## config.mk

```make
export PLATFORM = sky130hd
export DESIGN_NAME = univ_shift_reg
export DESIGN_NICKNAME = d
export VERILOG_FILES = /design/src/rtl/univ_shift_reg.sv
export SDC_FILE = /design/constraint.sdc
export NUM_CORES = 1
export LEC_CHECK = 0
export ABC_AREA = 1
export CAP_MARGIN = 20
export CORE_MARGIN = 2
export CORE_UTILIZATION = 39
export CTS_CLUSTER_DIAMETER = 60
export DETAILED_ROUTE_END_ITERATION = 8
export PLACE_DENSITY = 0.6
export SLEW_MARGIN = 15
export SYNTH_ARGS = -nofsm -noshare
export SYNTH_HDL_FRONTEND = slang
export SYNTH_SLANG_ARGS = --single-unit
```

## constraint.sdc

```tcl
create_clock -name clock -period 1.75 [get_ports clock]
set_input_delay 0.35 -clock clock [delete_from_list [all_inputs] [get_ports clock]]
set_output_delay 0.35 -clock clock [all_outputs]
set_load 0.05 [all_outputs]
```

## src/rtl/univ_shift_reg.sv

```systemverilog
// Universal WIDTH-bit shift register: parallel load, shifts and rotates over a
// programmed amount, synchronous clear, enable, and a busy/done command FSM.
module univ_shift_reg #(
  parameter int unsigned      WIDTH       = 8,
  parameter bit               NEG_EDGE    = 1'b1,
  parameter logic [WIDTH-1:0] RESET_VALUE = '0,
  localparam int unsigned     CW          = $clog2(WIDTH) + 1
) (
  input  logic             clock,
  input  logic             resetn,
  input  logic             enable,
  input  logic             clear,
  input  logic             start,
  input  logic [2:0]       mode,
  input  logic [CW-1:0]    amount,
  input  logic [WIDTH-1:0] d,
  input  logic             sin,
  output logic [WIDTH-1:0] q,
  output logic             sout,
  output logic             busy,
  output logic             done
);

  typedef enum logic {
    S_IDLE,
    S_RUN
  } state_t;

  typedef enum logic [2:0] {
    M_HOLD = 3'd0,
    M_LOAD = 3'd1,
    M_SHL  = 3'd2,
    M_SHR  = 3'd3,
    M_ROL  = 3'd4,
    M_ROR  = 3'd5,
    M_ASR  = 3'd6,
    M_ZERO = 3'd7
  } mode_t;

  state_t           state_q, state_d;
  mode_t            mode_q, mode_d;
  logic [CW-1:0]    rem_q, rem_d;
  logic [WIDTH-1:0] q_q, q_d;
  logic             sout_q, sout_d;
  logic             busy_q, busy_d;
  logic             done_q, done_d;

  // Inverting the clock for NEG_EDGE keeps a single register process for both edges.
  logic act_clk;
  assign act_clk = clock ^ NEG_EDGE;

  // NOTE: every state register, q included, takes its value from the async reset;
  // sequential state is assigned with <= only so all registers sample together.
  always_ff @(posedge act_clk or negedge resetn) begin
    if (!resetn) begin
      state_q <= S_IDLE;
      mode_q  <= M_HOLD;
      rem_q   <= '0;
      q_q     <= RESET_VALUE;
      sout_q  <= 1'b0;
      busy_q  <= 1'b0;
      done_q  <= 1'b0;
    end else begin
      state_q <= state_d;
      mode_q  <= mode_d;
      rem_q   <= rem_d;
      q_q     <= q_d;
      sout_q  <= sout_d;
      busy_q  <= busy_d;
      done_q  <= done_d;
    end
  end

  // NOTE: each _d gets a hold default before any branch, so no path can infer a latch.
  always_comb begin
    state_d = state_q;
    mode_d  = mode_q;
    rem_d   = rem_q;
    q_d     = q_q;
    sout_d  = sout_q;
    busy_d  = busy_q;
    done_d  = 1'b0;

    if (clear) begin
      state_d = S_IDLE;
      rem_d   = '0;
      q_d     = RESET_VALUE;
      sout_d  = 1'b0;
      busy_d  = 1'b0;
    end else if (enable) begin
      unique case (state_q)
        S_IDLE: begin
          if (start) begin
            unique case (mode_t'(mode))
              M_HOLD: done_d = 1'b1;
              M_LOAD: begin
                q_d    = d;
                done_d = 1'b1;
              end
              M_ZERO: begin
                q_d    = '0;
                done_d = 1'b1;
              end
              default: begin
                if (amount == '0) begin
                  done_d = 1'b1;
                end else begin
                  mode_d  = mode_t'(mode);
                  rem_d   = amount;
                  busy_d  = 1'b1;
                  state_d = S_RUN;
                end
              end
            endcase
          end
        end
        S_RUN: begin
          unique case (mode_q)
            M_SHL: begin
              q_d    = {q_q[WIDTH-2:0], sin};
              sout_d = q_q[WIDTH-1];
            end
            M_SHR: begin
              q_d    = {sin, q_q[WIDTH-1:1]};
              sout_d = q_q[0];
            end
            M_ROL: begin
              q_d    = {q_q[WIDTH-2:0], q_q[WIDTH-1]};
              sout_d = q_q[WIDTH-1];
            end
            M_ROR: begin
              q_d    = {q_q[0], q_q[WIDTH-1:1]};
              sout_d = q_q[0];
            end
            M_ASR: begin
              q_d    = {q_q[WIDTH-1], q_q[WIDTH-1:1]};
              sout_d = q_q[0];
            end
            default: q_d = q_q;
          endcase
          rem_d = rem_q - CW'(1);
          if (rem_q == CW'(1)) begin
            state_d = S_IDLE;
            busy_d  = 1'b0;
            done_d  = 1'b1;
          end
        end
        default: state_d = S_IDLE;
      endcase
    end
  end

  always_comb begin
    q    = q_q;
    sout = sout_q;
    busy = busy_q;
    done = done_q;
  end

endmodule
```

==> results.py <==
metrics = {
    "outcome": {
        "outcome": "finished, violations left",
        "violations": "negative setup slack",
    },
    "clock_tree": {
        "cts_made_buffers": 3,
        "cts.sinks": 19,
        "root_buffer": "clkbuf_8",
        "clockBufferDepth": 2,
        "tritoncts": "built",
        "hold_buffers": 0,
        "clock_latency_ps": 280,
        "h-tree-depth": 1,
        "cts.clk_slew.worst_paths_ps": 50,
    },
    "min_path": {
        "whs_path_depth": 2,
        "hold_path.class": "register to register",
    },
    "power": {
        "p_per_area_nw_per_um2": 1080,
        "irDropWorstVdd_v": 0.000591,
        "power.leakage_nw": 1.51,
    },
    "drt": {
        "drt_iter0_drc": 306,
        "vias": 2053,
        "wirelength_um": 5690,
        "wl_per_cell_um": 14.3,
        "vias_per_cell": 5.16,
        "post-route-drc-count": 0,
        "firstDrtPassIters": 5,
        "antenna_left": 0,
    },
    "worst_setup_path": {
        "critPathKind": "register to primary output",
        "required_ps": 1400,
        "crit_arrival_ps": 1840,
        "crit_chain": "buf_12",
        "endpoint_kind": "primary output",
        "worstSetupStartpointType": "register",
        "worstSetupPathDepth": 1,
        "cpPeakStageDelay_ps": 520,
        "crit_slowest_cell": "dfrtn_1",
        "worstRegToRegCells": 9,
        "path_max_fanout": 2,
        "crit_family": "flip-flops",
        "path_buf_inv": 1,
    },
    "timing": {
        "slew_violations": 0,
        "finalWorstSetupSlack_ps": -441,
        "final-hold-violation-count": 0,
        "skew_ps": 4.97,
        "tightest_slew_ps": 371,
        "rsz0062_at_grt": "yes",
        "relSlewSlack": 0.751,
        "setup_viol": 30,
    },
    "synthesis": {
        "syn_avg_cell_area_um2": 5.96,
        "synthAdderAreaFrac": 0.0159,
        "synth-seq-cells": 19,
        "synth_mux_area_frac": 0,
        "synth-compound-area-share": 0.0931,
        "post-synth-top-area-fraction": 0.302,
        "yosysTopAreaCell": "dfrtn_1",
        "synth.cells.most_frequent": "nand2_1, inv_1, nand3_1",
        "syn-cell-area_um2": 1570,
        "ys_seq_area_frac": 0.302,
        "synth_ff_type": "dfrtn_1",
        "synth_xor_area_frac": 0,
        "synth_cell_types": 20,
        "synth_area_leaders": "dfrtn_1, nand2_1, inv_1",
        "synth.most_common_cell": "nand2_1",
        "yosysWarningCount": 0,
        "synth-async-reset-ratio": 1.00,
        "synth_cells": 264,
        "syn-num-nets": 287,
        "synth-edff-count": 0,
        "synth_top_family_by_area": "simple AND/OR/NAND/NOR gates",
        "synth_simple_gate_area_frac": 0.426,
    },
    "floorplanning": {
        "die-area_um2": 4560,
        "start_util": 0.399,
        "dieHeight_um": 67.5,
        "fp.dieW_um": 67.5,
        "core_um2": 3940,
        "rows": 23,
        "io_pins": 32,
    },
    "cells_and_area": {
        "stdcell_count": 398,
        "fin_area_um2": 2900,
        "fin_nets": 372,
        "final_layout_size_suffix_gt1_frac": 0.417,
        "antenna_cells": 0,
        "num-fill-cells": 296,
        "syn2layout_area_growth_pct": 84.5,
    },
    "flow_run": {
        "cap_violations": 0,
    },
    "placed_design": {
        "port_buffers": 31,
        "dp_hpwl_um": 3480,
        "place_area_um2": 2410,
        "place_congestion": 0.865,
        "dp.cells": 372,
    },
    "global_routing": {
        "grt_max_degree": 20,
        "first_global_vias": 1735,
        "grt_antenna_before_repair": 0,
        "grt_use_total": 0.245,
        "grt_overflow": 0,
        "grt_pass1_wl_um": 8360,
    },
}
==> placed cells by master, fill, tap and decap left out, types with 5 or more instances in the layout <==
cell,count
inv_1,43
clkdlybuf4s50_1,9
nand2_1,55
nand4_1,11
buf_4,45
nand3_2,5
nor2_4,10
nand3_1,27
a21oi_2,6
buf_12,14
nand2_4,6
nor2_1,20
dfrtn_1,19
buf_6,11
inv_2,6
nand2_2,11
==> logic make-up after synthesis <==
| kind of cell | Yosys count |
|---|---|
| AND/OR/NAND/NOR | 153 |
| buffers and inverters | 63 |
| AO/OA/AOI/OAI | 27 |
| flip-flops | 19 |
| adder cells (fa/ha/maj) | 2 |
==> final cells by class <==
cell class | instances | area [um2] | share of cell area
multi-input combinational | 183 | 1150 | 0.397
timing repair buffer | 84 | 905 | 0.312
sequential | 19 | 475 | 0.164
inverter | 58 | 263 | 0.0906
tap | 50 | 62.6 | 0.0216
clock buffer | 4 | 45.0 | 0.0155
==> per-stage QoR <==
| stage | setup slack [ps] | setup TNS (ps) | power, mW | util | hold slack (ps) |
|---|---|---|---|---|---|
| finish | -441 | -7930 | 3.14 | 0.736 | 485 |
| global placement | -989 | -18270 | 2.47 | 0.610 | 492 |
| detailed placement | -1010 | -18590 | 2.48 | 0.610 | 498 |
| global route | -443 | -8960 | 3.34 | 0.736 | 522 |
| floorplan | -282 | -4780 | 1.70 | - | 470 |
| CTS | -427 | -8530 | 2.91 | 0.668 | 498 |
==> where the power goes <==
| group | internal [mW] | switching [mW] | leakage, nW |
|---|---|---|---|
| sequential | 0.571 | 0.155 | 0.237 |
| combinational | 0.910 | 1.18 | 1.25 |
| clock | 0.162 | 0.161 | 0.0228 |
==> registers in the layout, summed over array words and instances, names as in the netlist <==
| signal | count |
|---|---|
| done | 1 |
| busy | 1 |
| state_q | 1 |
| sout | 1 |
| rem_q | 4 |
| q | 8 |
| mode_q | 3 |
==> repair_timing <==
action	CTS	global route
pin swaps	24	34
endpoints found under the setup margin	30	30
hold endpoints to repair	0	0
gates cloned	1	0
resized for setup	69	66
setup buffers	14	10
==> per-layer routing <==
metal  GRT usage  vias to the layer above  share of wire
met3      0.0417                       13          0.074
li1            -                      998              -
met2       0.377                       96           0.49
met5           0                        -              0
met1       0.357                      946           0.41
met4      0.0561                        0          0.023
==> final timing paths <==
kind                            from        to  slack (ps)
max                             q[2]      q[2]        -440
min reg2reg                     busy      busy         490
min in group asynchronous     resetn      q[5]        1170
max reg2reg                mode_q[2]      q[0]          40
max in group asynchronous     resetn  rem_q[0]         400
min                             busy      busy         490
(Power assumes the default switching activity.)
